$ cat config.mk
export PLATFORM = sky130hd
export DESIGN_NAME = tlc_phase_arbiter
export DESIGN_NICKNAME = d
export VERILOG_FILES = /design/src/rtl/tlc_phase_arbiter.sv
export SDC_FILE = /design/constraint.sdc
export NUM_CORES = 1
export LEC_CHECK = 0
export CAP_MARGIN = 25
export CORE_ASPECT_RATIO = 1.5
export CORE_MARGIN = 8
export CORE_UTILIZATION = 66
export DETAILED_ROUTE_END_ITERATION = 7
export PLACE_DENSITY = 0.88
export SLEW_MARGIN = 0
export SYNTH_ARGS = -nofsm -noshare
export SYNTH_HDL_FRONTEND = slang
export SYNTH_SLANG_ARGS = --single-unit
$ cat constraint.sdc
create_clock -name clk -period 10.73 [get_ports clk]
set_clock_uncertainty 0.15 [all_clocks]
set_input_delay 1.6095 -clock clk [delete_from_list [all_inputs] [get_ports clk]]
set_output_delay 1.6095 -clock clk [all_outputs]
set_load 0.01 [all_outputs]
$ cat src/rtl/tlc_phase_arbiter.sv
// Purpose: round-robin right-of-way arbiter for N mutually exclusive traffic phases with green/yellow/all-red timing.
// Latency: a request latched at edge t is visible in pending at t+1; green starts at t+2 from IDLE.
// Backpressure: none; sensor requests are sticky in pending until their phase is granted.
//
// Ports:
//   clk, reset      clock; synchronous active-high reset
//   req             raw per-phase sensor inputs (sampled every edge)
//   grant/yellow    one-hot lamp drives, all zero when not in that class
//   all_red         high in IDLE and CLEAR
//   active_phase    index of the phase that currently owns (or last owned) the lamps
//   pending         latched, not yet served requests
//
// Build option: define TLC_PREEMPT_EN to add preempt_req/preempt_phase inputs and the
// preempt_active output. A preempting phase is served without moving the round-robin pointer.
module tlc_phase_arbiter #(
    parameter int N_PHASES  = 5,
    parameter int MIN_GREEN = 3,
    parameter int MAX_GREEN = 10,
    parameter int GAP       = 5,
    parameter int YELLOW    = 2,
    parameter int ALL_RED   = 1,
    parameter int CW        = 8
) (
    input  logic                        clk,
    input  logic                        reset,
    input  logic [N_PHASES-1:0]         req,
`ifdef TLC_PREEMPT_EN
    input  logic                        preempt_req,
    input  logic [$clog2(N_PHASES)-1:0] preempt_phase,
    output logic                        preempt_active,
`endif
    output logic [N_PHASES-1:0]         grant,
    output logic [N_PHASES-1:0]         yellow,
    output logic                        all_red,
    output logic [$clog2(N_PHASES)-1:0] active_phase,
    output logic [N_PHASES-1:0]         pending
);

    localparam int PW = $clog2(N_PHASES);

    // Elaboration-time parameter sanity checks.
    if (N_PHASES < 2) begin : g_chk_n
        $error("tlc_phase_arbiter: N_PHASES must be >= 2");
    end
    if (MIN_GREEN < 1) begin : g_chk_min
        $error("tlc_phase_arbiter: MIN_GREEN must be >= 1");
    end
    if (YELLOW < 1) begin : g_chk_yel
        $error("tlc_phase_arbiter: YELLOW must be >= 1");
    end
    if (ALL_RED < 1) begin : g_chk_ar
        $error("tlc_phase_arbiter: ALL_RED must be >= 1");
    end
    if (MAX_GREEN < MIN_GREEN) begin : g_chk_max
        $error("tlc_phase_arbiter: MAX_GREEN must be >= MIN_GREEN");
    end
    if (CW < 2 || CW > 30) begin : g_chk_cw
        $error("tlc_phase_arbiter: CW must be in 2..30");
    end

    // Thresholds are clamped to the saturating timer range so a large parameter
    // behaves as "never reached before saturation" rather than wrapping.
    function automatic logic [CW-1:0] tclamp(input int v);
        if (longint'(v) >= (longint'(1) << CW) - 1) begin
            return {CW{1'b1}};
        end
        return CW'(v);
    endfunction

    function automatic logic [CW-1:0] sat_inc(input logic [CW-1:0] v);
        return (v == {CW{1'b1}}) ? v : v + CW'(1);
    endfunction

    localparam logic [CW-1:0]       MIN_G    = tclamp(MIN_GREEN);
    localparam logic [CW-1:0]       MAX_G    = tclamp(MAX_GREEN);
    localparam logic [CW-1:0]       GAP_T    = tclamp(GAP);
    localparam logic [CW-1:0]       YEL_T    = tclamp(YELLOW);
    localparam logic [CW-1:0]       AR_T     = tclamp(ALL_RED);
    localparam logic [PW-1:0]       LAST_RST = PW'(N_PHASES - 1);
    localparam logic [N_PHASES-1:0] ONE      = N_PHASES'(1);

    typedef enum logic [1:0] {
        S_IDLE,
        S_GREEN,
        S_YELLOW,
        S_CLEAR
    } state_t;

    state_t              state, state_nxt;
    logic [PW-1:0]       cur_phase, cur_nxt;   // phase owning the lamps
    logic [PW-1:0]       last, last_nxt;       // round-robin pointer
    logic [CW-1:0]       g_cnt, g_nxt;         // green cycles, 1 on first green cycle
    logic [CW-1:0]       gap_cnt, gap_nxt;     // trailing no-request green cycles, previous cycles
    logic [CW-1:0]       tmr, tmr_nxt;         // yellow / clear cycle counter
    logic [N_PHASES-1:0] pend_nxt;

    logic [N_PHASES-1:0] cur_oh;
    logic [CW-1:0]       gap_cur;
    logic                win_vld;
    logic [PW-1:0]       win_idx;
    int                  scan_idx;
    logic                sel_vld;
    logic [PW-1:0]       sel_idx;
    logic                sel_rr;
    logic                green_exit;
    logic                take;

    assign cur_oh = ONE << cur_phase;

    assign grant        = (state == S_GREEN)  ? cur_oh : '0;
    assign yellow       = (state == S_YELLOW) ? cur_oh : '0;
    assign all_red      = (state == S_IDLE) || (state == S_CLEAR);
    assign active_phase = cur_phase;

`ifdef TLC_PREEMPT_EN
    assign preempt_active = preempt_req;
`endif

    // Gap including the current cycle: any request from the green phase restarts it.
    assign gap_cur = req[cur_phase] ? '0 : sat_inc(gap_cnt);

    // Round-robin scan starting at last+1. Iterating from the farthest offset down
    // lets the nearest pending phase overwrite, and offset N (last itself) ranks lowest.
    always_comb begin
        win_vld  = 1'b0;
        win_idx  = '0;
        scan_idx = 0;
        for (int k = N_PHASES; k >= 1; k--) begin
            scan_idx = (int'(last) + k) % N_PHASES;
            if (pending[PW'(scan_idx)]) begin
                win_vld = 1'b1;
                win_idx = PW'(scan_idx);
            end
        end
    end

    // Selection used by IDLE and the last CLEAR cycle; a preemption overrides
    // round-robin and does not advance the pointer.
    always_comb begin
        sel_vld = win_vld;
        sel_idx = win_idx;
        sel_rr  = 1'b1;
`ifdef TLC_PREEMPT_EN
        if (preempt_req) begin
            sel_vld = 1'b1;
            sel_idx = preempt_phase;
            sel_rr  = 1'b0;
        end
`endif
    end

    // Green termination. MAX_GREEN only bites when someone else is waiting.
    always_comb begin
        green_exit = (g_cnt >= MIN_G) &&
                     ((gap_cur >= GAP_T) || ((g_cnt >= MAX_G) && (|pending)));
`ifdef TLC_PREEMPT_EN
        if (preempt_req) begin
            green_exit = (cur_phase != preempt_phase);
        end
`endif
    end

    always_comb begin
        state_nxt = state;
        cur_nxt   = cur_phase;
        last_nxt  = last;
        g_nxt     = g_cnt;
        gap_nxt   = gap_cnt;
        tmr_nxt   = tmr;
        take      = 1'b0;
        // The green phase cannot re-latch its own request while it is being served.
        pend_nxt  = pending | (req & ~grant);

        unique case (state)
            S_IDLE: begin
                if (sel_vld) begin
                    take = 1'b1;
                end
            end
            S_GREEN: begin
                if (green_exit) begin
                    state_nxt = S_YELLOW;
                    tmr_nxt   = CW'(1);
                    g_nxt     = '0;
                    gap_nxt   = '0;
                end else begin
                    g_nxt   = sat_inc(g_cnt);
                    gap_nxt = gap_cur;
                end
            end
            S_YELLOW: begin
                if (tmr >= YEL_T) begin
                    state_nxt = S_CLEAR;
                    tmr_nxt   = CW'(1);
                end else begin
                    tmr_nxt = sat_inc(tmr);
                end
            end
            S_CLEAR: begin
                if (tmr >= AR_T) begin
                    if (sel_vld) begin
                        take = 1'b1;
                    end else begin
                        state_nxt = S_IDLE;
                        tmr_nxt   = '0;
                    end
                end else begin
                    tmr_nxt = sat_inc(tmr);
                end
            end
            default: begin
                state_nxt = S_IDLE;
            end
        endcase

        // Entering green: clearing pending here takes precedence over a same-edge set.
        if (take) begin
            state_nxt         = S_GREEN;
            cur_nxt           = sel_idx;
            g_nxt             = CW'(1);
            gap_nxt           = '0;
            tmr_nxt           = '0;
            pend_nxt[sel_idx] = 1'b0;
            if (sel_rr) begin
                last_nxt = sel_idx;
            end
        end
    end

    always_ff @(posedge clk) begin
        if (reset) begin
            state     <= S_IDLE;
            cur_phase <= LAST_RST;
            last      <= LAST_RST;
            g_cnt     <= '0;
            gap_cnt   <= '0;
            tmr       <= '0;
            pending   <= '0;
        end else begin
            state     <= state_nxt;
            cur_phase <= cur_nxt;
            last      <= last_nxt;
            g_cnt     <= g_nxt;
            gap_cnt   <= gap_nxt;
            tmr       <= tmr_nxt;
            pending   <= pend_nxt;
        end
    end

endmodule

# ---- Word-level counts from Yosys, hierarchy flattened
# Index checks and enable logic that the tools add are counted.
dict set report totals {
  output_inout_bits 19
  ff_bits 34
  elab_cells 127
}
dict set report classes {
  n_shift 1
  reduce_logical 16
  n_lt_le_gt_ge 13
  add_sub_neg 8
  div_mod_pow 5
  bitwise 5
  n_eq_ne 17
  muxes 54
}
# op n
set ops {}
lappend ops {{$mod A32 B4 Y32 const B} 5}
lappend ops {{$mux W8} 10}
lappend ops {{$lt A3 B5 Y1 const B} 5}
lappend ops {{$add A8 B1 Y8 const B} 3}
lappend ops {{$eq A8 B8 Y1 const B} 3}
lappend ops {{$pmux W8 S3} 1}
lappend ops {{$mux W1} 22}
lappend ops {{$bmux W1 S3} 6}
lappend ops {{$ge A8 B2 Y1 const B} 2}
lappend ops {{$mux W3} 5}
lappend ops {{$mux W5} 3}
lappend ops {{$ne A3 B3 Y1 const B} 4}
lappend ops {{$and A5 B5 Y5} 2}
lappend ops {{$not A5 Y5} 2}
lappend ops {{$reduce_and A5 Y1} 2}
lappend ops {{$add A3 B2 Y4 const B} 2}
lappend ops {{$add A3 B3 Y4 const B} 2}
lappend ops {{$ge A8 B1 Y1 const B} 1}
lappend ops {{$ge A8 B3 Y1 const B} 1}
lappend ops {{$ge A8 B4 Y1 const B} 1}
lappend ops {{$lt A3 B4 Y1 const B} 2}
lappend ops {{$mux W2} 4}
lappend ops {{$ne A2 B2 Y1 const B} 3}
lappend ops {{$ne A3 B2 Y1 const B} 2}
lappend ops {{other kinds (20)} 26}

# ---- Depth between registers and ports, before layout
# Gate-level depths: netlist of the first run.
dict set report depth {
  depth_word 17
  depth_mapped 23
  mapped_depth_nobuf 17
}

# ---- Worst setup path before layout of the first run
# No wires, ideal clock.
dict set report synth_timing {
  kind {flip-flop to flip-flop}
  start {register last[0]}
  end {register tmr[0]}
  path_stages_with_launch 21
  required_ns 10.464
  path_slack_ns 5.045
  synth_period_minus_slack_ns 5.685
  arrival_time_ns 5.419
  path_buffers 4
  path_cell_list {dfxtp_1 buf_4 buf_2 clkbuf_1 buf_1 inv_1 ha_1 nand2_1 nand2_1 xnor2_1 ha_1 fa_1 a21bo_2 or4_4 nand2_1 mux2_4 a211o_4 or4_4 o41ai_4 mux2i_1 nor2_2}
}
dict set report synth_via {
  elab_chain_len 14
}
# element line_no
set synth_lines {}
lappend synth_lines {{start: declaration} 91} ;# logic [PW-1:0] last, last_nxt;
lappend synth_lines {{start signal: assignment} 242} ;# last <= last_nxt;
lappend synth_lines {{$add A3 B3 Y4} 129} ;# scan_idx = (int'(last) + k) % N_PHASES;
lappend synth_lines {{$mod A32 B4 Y32} 129}
lappend synth_lines {{$bmux W1 S3} 130} ;# if (pending[PW'(scan_idx)]) begin
lappend synth_lines {{$mux W1 (not written as such) (2 in a row)} 130}
lappend synth_lines {{$mux W1 (5 in a row)} 130}
lappend synth_lines {{$mux W1} {176, 201}}
lappend synth_lines {{$mux W1} 200} ;# if (tmr >= AR_T) begin
lappend synth_lines {{$pmux W1 S2} 174} ;# unique case (state)
lappend synth_lines {{$reduce_or A2 Y1 (no line)} n/a}
lappend synth_lines {{end signal: assignment} 245} ;# tmr <= tmr_nxt;
lappend synth_lines {{end: declaration} 94} ;# logic [CW-1:0] tmr, tmr_nxt;
# Several ways; a longest one is shown, not always the timed one. The select of a mux whose other input is x is not followed.
# A chain may end at the register's enable or synchronous reset.

# ---- Final worst setup path of the first run
dict set report layout_timing {
  start {register last[2]}
  end {register state[1]}
}
dict set report layout_via {
  elab_chain_len 14
}
# element line_no
set layout_lines {}
lappend layout_lines {{$add A3 B3 Y4} 129}
lappend layout_lines {{$mod A32 B4 Y32} 129}
lappend layout_lines {{$bmux W1 S3} 130}
lappend layout_lines {{$mux W1 (not written as such) (2 in a row)} 130}
lappend layout_lines {{$mux W1 (5 in a row)} 130}
lappend layout_lines {{$mux W1} {176, 201}}
lappend layout_lines {{$mux W1} 200}
lappend layout_lines {{$pmux W1 S2} 174}
lappend layout_lines {{$reduce_or A2 Y1 (no line)} n/a}
lappend layout_lines {{end signal: assignment} 240} ;# state <= state_nxt;
lappend layout_lines {{end: declaration} 89} ;# state_t state, state_nxt;
# Several ways; a longest one is shown, not always the timed one. The select of a mux whose other input is x is not followed.

==> results of run 1 <==
## per-layer routing
layer	up-vias	part of all wire	GRT usage
li1	1906	-	-
met1	1966	0.38	0.2469
met2	148	0.53	0.4397
met3	47	0.039	0.02597
met4	0	0.050	0.1516
met5	-	0	0
## worst max-delay path by stage
stage / end / startpoint / slack (ns)
floorplan: tmr[0]$_SDFFE_PP0P_ / last[0]$_SDFFE_PP0P_ / 5.04
global placement: tmr[2]$_SDFFE_PP0P_ / last[2]$_SDFFE_PP1P_ / 5.20
detailed placement: tmr[2]$_SDFFE_PP0P_ / last[2]$_SDFFE_PP1P_ / 5.00
CTS: tmr[0]$_SDFFE_PP0P_ / last[2]$_SDFFE_PP1P_ / 4.97
global route: state[1]$_SDFFE_PP0P_ / last[2]$_SDFFE_PP1P_ / 4.63
finish: state[1]$_SDFFE_PP0P_ / last[2]$_SDFFE_PP1P_ / 4.88
## through the flow
stage          utilization  setup WS (ns)
2_1_floorplan            -          5.045
3_3_place_gp        0.7286          5.205
3_5_place_dp        0.7286          5.003
4_1_cts             0.7450          4.968
5_1_grt             0.7450          4.627
6_report            0.7450          4.875
## flip-flops by register name, indices dropped and copies added, names as in the netlist
| signal | cells |
|---|---|
| pending | 5 |
| state | 2 |
| last | 3 |
| gap_cnt | 8 |
| tmr | 8 |
| g_cnt | 8 |
## tightest hold or removal path, delay by kind of cell, from the launching register on
| family | cells | cell delay, ns |
|---|---|---|
| flops | 1 | 0.33 |
| compound gates | 2 | 0.13 |
## cells in the final DEF, fill, tap and decap left out, types with 4 or more instances in the layout
| master | instances |
|---|---|
| or3_1 | 4 |
| o221ai_1 | 5 |
| nand2_1 | 38 |
| clkdlybuf4s50_1 | 25 |
| nor3_1 | 11 |
| and4_1 | 4 |
| nand4_1 | 8 |
| or4_1 | 4 |
| nand3_1 | 12 |
| a21oi_1 | 30 |
| and3_1 | 17 |
| o31ai_1 | 5 |
| a211oi_1 | 15 |
| and2_1 | 10 |
| dfxtp_1 | 34 |
| mux2i_1 | 10 |
| inv_1 | 35 |
| o21ai_0 | 22 |
| a41oi_1 | 5 |
| mux2_2 | 4 |
| nand2b_1 | 6 |
| o21a_1 | 8 |
| ha_1 | 41 |
| or2_2 | 4 |
| a221o_1 | 4 |
| nor2b_1 | 8 |
| clkbuf_8 | 6 |
| nor2_1 | 41 |
| xnor2_1 | 8 |
| a31oi_1 | 10 |
## where the power goes
part | total [mW] | leakage (nW) | switching [mW] | internal [mW]
Clock | 0.101 | 0.0472 | 0.0492 | 0.0516
Sequential | 0.203 | 0.277 | 0.0566 | 0.147
Combinational | 1.07 | 1.43 | 0.634 | 0.436
Total | 1.38 | 1.75 | 0.740 | 0.635
## final cells by class
class / instances / share of cell area
inverter: 35 / 0.03048
tap: 72 / 0.02090
sequential: 34 / 0.1579
timing repair buffer: 27 / 0.06154
multi-input combinational: 413 / 0.7071
clock buffer: 6 / 0.01916
clock inverter: 2 / 0.002903
## synth_stat cells (all sizes together), types with 4 or more instances
cell    instances
buf             8
nor2           42
a31oi          10
and2           11
or4             6
mux2            5
a21boi          4
a211oi         16
a41oi           5
or3             5
nand3          12
clkbuf         14
dfxtp          34
o21ai          23
nor2b           8
nand2b          6
nor3           12
xor2            4
o21a            9
ha             41
a21oi          31
and3           17
nand2          38
o31ai           7
mux2i          10
or2             4
a221o           4
nand4           8
xnor2           8
o221ai          5
and4            4
inv            35
## kinds of logic after synthesis
| logic type | count (synthesis) | synth area share |
|---|---|---|
| simple gates | 188 | 0.2605 |
| compound gates | 153 | 0.2897 |
| buf+inv | 57 | 0.05666 |
| fa+ha+maj | 42 | 0.1349 |
| flops | 34 | 0.1722 |
| mux | 18 | 0.05761 |
| xor+xnor | 12 | 0.02849 |
==> summary.md, run 1 <==
| Metric | Value |
|---|---|
| CP max stage cell | dfxtp_1 |
| Syn Nets | 553 |
| Ys flop type | dfxtp_1 |
| CTS H-Tree Depth | 2 |
| Hold WC Path Type | reg2reg |
| Status | finished clean |
| Total gr overflow | 0 |
| Routed len/inst | roughly 19 µm |
| RSZ-0062 raised after global routing | false |
| Max stage delay on crit path | 0.78 ns |
| Worst VDD drop | between 0.00015 and 0.0002 V |
| Final worst path period share | 0.5456 |
| DRC Markers | 0 |
| Worst reg2reg path depth | 16 |
| Antenna Nets Post-Route | 0 |
| 1st-pass router iterations | 5 |
| #FFs+latches synth | 34 |
| Routed via count | 4067 |
| Stages on worst setup path | 16 |
| Final setup TNS | 0 ns |
| Placed Instance Area | 4215 µm² |
| Final HPWL DP | just over 8000 µm |
| Yosys warning total | 0 |
| Worst skew pair latency | 0.29 ns |
| Largest net degree at the start of global routing | 47 |
| Die Wd | 79.19 µm |
| Setup crit start kind | flip-flop |
| Total GRT Usage | 0.2407 |
| Clock root buffer | clkbuf_8 |
| Worst EP arrival | about 6 ns |
| CTS Buf Count | 5 |
| Clock transition at the registers of the reported paths | 0.07 ns |
| Endpoint class of the critical path | flip-flop |
| Synth area leader | dfxtp_1 |
| I/O pins | 26 |
| Port bufs | 25 |
| Layout cells sized above 1 | 0.08317 |
| Critical-path maximum fanout | 20 |
| Clock Sinks | 34 |
| Slew @ Worst Pin | 0.7749 ns |
| Post-synth ARST share | 0 |
| Clk buf depth | 2 |
| Lkg Pwr | between 1.5 and 2 nW |
| RD Place Congestion | ~0.95 |
| Crit path kind | reg2reg |
| Die Area | 8772 µm² |
| Worst slew margin | 0.4834 |
| Netlist Area Pre-Place | 3953 µm² |
| Final Hold Vio Count | 0 |
| Synth top area share | 0.1722 |
| Pwr dens | 319.0 nW/µm² |
| Register area share after synthesis | 0.1722 |
| Hold_sp | tmr[4]$_SDFFE_PP0P_ |
| ANT cells | 0 |
| Via/cell ratio | 6.905 |
| Die H | 110.8 µm |
| Worst hold slack | 0.3493 ns |
| Multi-input gate area | between 3000 and 4000 µm² |
| FF/Latch Area | 680.7 µm² |
| Kind of cell adding the most delay to the critical path | compound AO/OA/AOI/OAI gates |
| Final instance area | about 4300 µm² |
| Vias in the first global route | 3965 |
| Worst path bufs/invs | 1 |
| Worst-path cell chain | inv_1 -> ha_1 -> o21ai_0 -> nand2_1 -> xnor2_1 -> ha_1 -> fa_1 -> a21bo_2 -> or4_4 -> nand2_1 -> mux2_4 -> a211o_4 -> or4_4 -> o41ai_4 -> a21oi_1 -> nor3_2 |
| Slew Viols, Final | 0 |
| R2R Path End | state[1]$_SDFFE_PP0P_ |
| Gate Count Post-Synth | 504 |
| Hold endpoint | tmr[4]$_SDFFE_PP0P_ |
| Initial antenna violation count | 0 |
| Overall power | around 1.4 mW |
| Layout area overhead | 9.053% |
| Syn_area_per_cell | 7.842 µm² |
| Post-CTS Setup Inserts | 0 |
| Area contributors post-synth | dfxtp_1 17%, ha_1 13%, nor2_1 3.9%, a21oi_1 3.8%, nand2_1 3.6% |
| Distinct cells, synth | 85 |
| Hold Path Depth | 2 |
| CORE AREA | 5786 µm² |
| Reg2reg setup slack | between 4 and 5 ns |
| F_max | roughly 170 MHz |
| Final setup violation count | 0 |
| Min Tclk post-route | 5.855 ns |
| Num rows | 34 |
| Inst Count DP | 581 |
| RR Startpoint | last[2]$_SDFFE_PP1P_ |
| Resized cells post-CTS | 0 |
| Final std cells w/o fill | 589 |
| Required time of the critical path | 10.79 ns |
| Fillers | 470 |
| First-pass GRT wire length | 17840 µm |
| CTS tree | built |
| Nets@finish | 565 |
| Initial DRC count | around 370 |
| Routed wire length | roughly 11000 µm |
| CTS Hold Bufs | 0 |
| EDFF count, synth | 0 |
| Starting Density | 0.6832 |
| Max-Cap Viols | 0 |
No activity file was read; power rests on OpenSTA's default activity.
==> run 2, diff against run 1 <==
Settings changed: CORE_UTILIZATION 66 to 61, PLACE_DENSITY 0.88 to 0.82.
Clock period 10.73 ns to 5.6 ns, I/O delays scaled along.
==> run 2 against run 1 <==
Net effect: global-route usage decreased by 0.57 points; combinational power increased by 93%; worst setup slack got worse by 4.6 ns; wire length decreased by 2.0%; utilization decreased by 6.5 points; highest routed layer unchanged; die area increased by 6.8%; sequential power increased by 88%; final cell count increased by 1.5%; sequential share of layout area decreased by 0.14 points; register-to-register slack got worse by 4.6 ns.
==> summary.md, run 2 (synthesis gave the netlist of run 1 again) <==
| Metric | Value |
|---|---|
| Final setup violation count | 0 |
| CTS H-Tree Depth | 2 |
| Worst EP arrival | 5.33 ns |
| Final worst path period share | 0.9479 |
| Initial antenna violation count | 0 |
| Largest net degree at the start of global routing | 35 |
| Post-CTS Setup Inserts | 0 |
| Final std cells w/o fill | 598 |
| Layout cells sized above 1 | 0.09004 |
| Antenna Nets Post-Route | 0 |
| ANT cells | 0 |
| Final HPWL DP | around 8300 µm |
| Layout area overhead | 10.03% |
| Pwr dens | 606.1 nW/µm² |
| Clock transition at the registers of the reported paths | 0.07 ns |
| Die Wd | 81.73 µm |
| Setup crit start kind | flip-flop |
| Total GRT Usage | 0.2349 |
| Regs by FF count | g_cnt (8), gap_cnt (8), tmr (8) |
| Highest-count cells in the layout ignoring fill and taps | 41 x nor2_1, 41 x ha_1, 38 x nand2_1 |
| Initial DRC count | 235 |
| Via/cell ratio | 6.707 |
| Slew @ Worst Pin | 0.7775 ns |
| 1st-pass router iterations | 5 |
| Vias in the first global route | about 4000 |
| CTS tree | built |
| Routed wire length | 10720 µm |
| Required time of the critical path | 5.62 ns |
| Total gr overflow | 0 |
| Clk buf depth | 2 |
| Inst Count DP | between 500 and 600 |
| DRC Markers | 0 |
| Routed len/inst | roughly 18 µm |
| Overall power | 2.636 mW |
| First-pass GRT wire length | 17990 µm |
| F_max | around 190 MHz |
| Final setup TNS | 0 ns |
| CTS Buf Count | 5 |
| CORE AREA | 6396 µm² |
| Clock root buffer | clkbuf_8 |
| Post-layout util | 0.6800 |
| Die Area | 9364 µm² |
| Status | finished clean |
| Routed via count | 4011 |
| Lkg Pwr | 1.777 nW |
| Worst slew margin | 0.4816 |
| Max-Cap Viols | 0 |
| Num rows | 36 |
| Hold WC Path Type | reg2reg |
| Die H | 114.6 µm |
| Min Tclk post-route | 5.308 ns |
| RSZ-0062 raised after global routing | false |
| Fillers | 562 |
| Nets@finish | 570 |
| CTS Hold Bufs | 0 |
| Final Hold Vio Count | 0 |
| Clock Sinks | 34 |
| Worst VDD drop | roughly 0.00044 V |
| Slew Viols, Final | 0 |
| RD Place Congestion | about 0.94 |
| Worst skew pair latency | 0.30 ns |
| I/O pins | 26 |
| Worst hold slack | 0.3488 ns |
| Crit path kind | reg2reg |
| Critical-path maximum fanout | 11 |
| Resized cells post-CTS | 0 |
| Port bufs | 25 |
| Endpoint class of the critical path | flip-flop |
| Starting Density | 0.6180 |
[run 2: cell types whose count changed in the layout (fill, tap and decap cells not counted)]
cell	change
buf_4	+5
clkbuf_1	+1
clkinvlp_4	-1
[run 2: cell type report]
type	instances	area, µm²	area share
Clock inverter	1	5.005	0.001151
Inverter	35	131.4	0.03021
Sequential cell	34	680.7	0.1565
Multi-Input combinational cell	413	3048	0.7008
Timing Repair Buffer	32	302.8	0.06962
Clock buffer	7	86.33	0.01985
Tap cell	76	95.09	0.02186
[run 2: where the power goes]
| group | internal [mW] | switching (mW) |
|---|---|---|
| registers | 0.281 | 0.101 |
| logic | 0.852 | 1.21 |
| clock network | 0.0992 | 0.0923 |
| total | 1.23 | 1.40 |
[run 2: worst max-delay path: stages (launching register included)]
cell     delay (ns)
dfxtp_1        0.51
inv_1          0.21
ha_1           0.32
o21ai_0        0.25
nand2_1        0.11
xnor2_1        0.20
ha_1           0.20
fa_1           0.19
a21bo_2        0.27
or4_4          0.50
nand2_1        0.13
mux2_4         0.32
a211o_4        0.36
or4_4          0.57
o41ai_4        0.57
a21o_2         0.27
a21oi_1        0.05
[run 2: final timing paths]
path,from,end,slack (ns),cells after the start
hold / removal,tmr[2]$_SDFFE_PP0P_,tmr[2]$_SDFFE_PP0P_,0.35,2
setup / recovery,last[2]$_SDFFE_PP1P_,tmr[2]$_SDFFE_PP0P_,0.29,16
hold reg to reg,tmr[2]$_SDFFE_PP0P_,tmr[2]$_SDFFE_PP0P_,0.35,2
setup reg to reg,last[2]$_SDFFE_PP1P_,tmr[2]$_SDFFE_PP0P_,0.29,16
[run 2: stage by stage]
step                worst slack [ns]  cell area [µm²]
floorplan                    0.04041             3954
finish                        0.2915             4349
global placement              0.5319             4258
global route                 0.02464             4349
detailed placement            0.3549             4258
CTS                           0.3221             4349
[run 2: routing by layer]
metal | global-route usage | wire (µm) | vias up
met1 | 0.2456 | 4111 | 1917
met4 | 0.1318 | 465 | 0
met5 | 0 | 0 | -
met2 | 0.4276 | 5678 | 130
li1 | - | - | 1923
met3 | 0.02909 | 466 | 41
==> run 3, diff against run 2 <==
Settings changed: CORE_ASPECT_RATIO 1.5 to unset, SLEW_MARGIN 0 to 20.
==> run 3 against run 2 <==
Net effect: sequential cell count unchanged; via count down 2.0%; worst setup slack better by 0.049 ns; largest cell class unchanged; utilization up 0.91 points; global-route usage about the same; final cell count up 0.17%; clock power about the same; sequential share of layout area about the same; critical path type unchanged; wire length down 2.0%; largest power group unchanged; non-clock buffer count unchanged.
==> summary.md, run 3 (synthesis gave the netlist of run 1 again) <==
| Metric | Value |
|---|---|
| Total GRT Usage | 0.2349 |
| 1st-pass router iterations | 5 |
| Met3 wire len | 764 µm |
| Hold WC Path Type | reg2reg |
| Final setup TNS | 0 ns |
| Layout area overhead | 10.07% |
| Crit path kind | reg2reg |
| Vias in the first global route | 3808 |
| Clock transition at the registers of the reported paths | 0.07 ns |
| Clk buf depth | 2 |
| Routed len/inst | 17.54 µm |
| DRC Markers | 0 |
| ANT cells | 0 |
| CORE AREA | 6314 µm² |
| Highest metal used | met4 |
| Max-Cap Viols | 0 |
| Slew Viols, Final | 0 |
| RD Place Congestion | 0.9255 |
| Via/cell ratio | 6.561 |
| Initial DRC count | 279 |
| Regs by FF count | g_cnt (8), gap_cnt (8), tmr (8) |
| Num rows | 29 |
| CTS H-Tree Depth | 2 |
| Starting Density | 0.6260 |
| Final Hold Vio Count | 0 |
| CTS Buf Count | 5 |
| Die H | 96.50 µm |
| Final worst path period share | 0.9392 |
| Worst hold slack | about 0.35 ns |
| Routed wire length | approximately 11000 µm |
| Clock Sinks | 34 |
| First-pass GRT wire length | 17810 µm |
| F_max | between 150 and 200 MHz |
| Worst slew margin | 0.4671 |
| Endpoint class of the critical path | flip-flop |
| Required time of the critical path | 5.63 ns |
| Worst VDD drop | roughly 0.00042 V |
| Final std cells w/o fill | 599 |
| Status | finished clean |
| Min Tclk post-route | 5.260 ns |
| Die Area | 9311 µm² |
| Largest net degree at the start of global routing | 44 |
| Critical-path maximum fanout | 9 |
| CTS Hold Bufs | 0 |
| Routed via count | between 3000 and 4000 |
| Pwr dens | around 600 nW/µm² |
| Inst Count DP | 590 |
| Layout cells sized above 1 | 0.09004 |
| Initial antenna violation count | 0 |
| Routed length on met1 | 4760 µm |
| Final HPWL DP | 7804 µm |
| Overall power | 2.626 mW |
| Die Wd | 96.50 µm |
| Fillers | 515 |
| Clock root buffer | clkbuf_8 |
| Highest-count cells in the layout ignoring fill and taps | 41 x nor2_1, 41 x ha_1, 38 x nand2_1 |
| CTS tree | built |
| Setup crit start kind | flip-flop |
| Nets@finish | 570 |
| Slew @ Worst Pin | 0.7994 ns |
| Total gr overflow | 0 |
| I/O pins | 26 |
| Port bufs | 25 |
| RSZ-0062 raised after global routing | false |
| Post-layout util | 0.6891 |
| Worst skew pair latency | 0.29 ns |
| Lkg Pwr | 1.778 nW |
| Antenna Nets Post-Route | 0 |
| Met2 wire len | 4818 µm |
| Final setup violation count | 0 |
| Worst EP arrival | 5.29 ns |
-- run 3: cell counts in the layout (fill, tap and decap cells not counted) --
No cell type changed its count.
-- run 3: worst max-delay path: stages, from the launching register on --
cell     delay (ns)
dfxtp_1        0.32
buf_4          0.16
inv_1          0.08
ha_1           0.39
o21ai_0        0.27
nand2_1        0.12
xnor2_1        0.22
ha_1           0.21
fa_1           0.20
a21bo_2        0.27
or4_4          0.50
nand2_1        0.13
mux2_4         0.32
a211o_4        0.38
or4_4          0.57
o41ai_4        0.34
buf_4          0.22
a21o_2         0.21
nor2_1         0.08
-- run 3: metal layers --
layer	GRT usage	vias to the layer above
met5	0	-
met4	0.07062	0
met3	0.05410	17
met2	0.3799	143
met1	0.3029	1856
li1	-	1914
-- run 3: per-stage QoR --
stage	cell area, µm²	worst slack, ns
2_1_floorplan	3954	0.04041
3_3_place_gp	4252	0.5873
3_5_place_dp	4252	0.3733
4_1_cts	4343	0.3388
5_1_grt	4350	0.1030
6_report	4350	0.3404
-- run 3: path summary, 6_finish.rpt --
check	start	endpoint	cells past startpoint	slack, ns
worst max-delay path	last[1]$_SDFFE_PP0P_	tmr[1]$_SDFFE_PP0P_	18	0.34
worst min-delay path	tmr[6]$_SDFFE_PP0P_	tmr[6]$_SDFFE_PP0P_	1	0.35
worst max register to register	last[1]$_SDFFE_PP0P_	tmr[1]$_SDFFE_PP0P_	18	0.34
worst min register to register	tmr[6]$_SDFFE_PP0P_	tmr[6]$_SDFFE_PP0P_	1	0.35
-- run 3: what timing repair did --
| item | CTS | global route |
|---|---|---|
| resized for setup | 0 | 0 |
| endpoints found under the hold margin | 0 | 0 |
| setup buffers | 0 | 1 |
| endpoints found under the setup margin | 0 | 5 |
-- run 3: report_power, final --
group	internal, mW	switching (mW)	leakage [nW]	total [mW]
logic	0.855	1.21	1.45	2.06
clock network	0.0992	0.0903	0.0482	0.189
registers	0.281	0.0913	0.277	0.373
total	1.24	1.39	1.78	2.63
-- run 3: final cells by class --
class                   count  area (µm²)  share of cell area
clock buffers               7       86.33             0.01984
well taps                  77       96.34             0.02215
repair buffers             32       302.8             0.06960
flip-flops and latches     34       680.7              0.1565
clock inverters             1       5.005            0.001150
multi-input cells         413        3048              0.7006
inverters                  35       131.4             0.03020
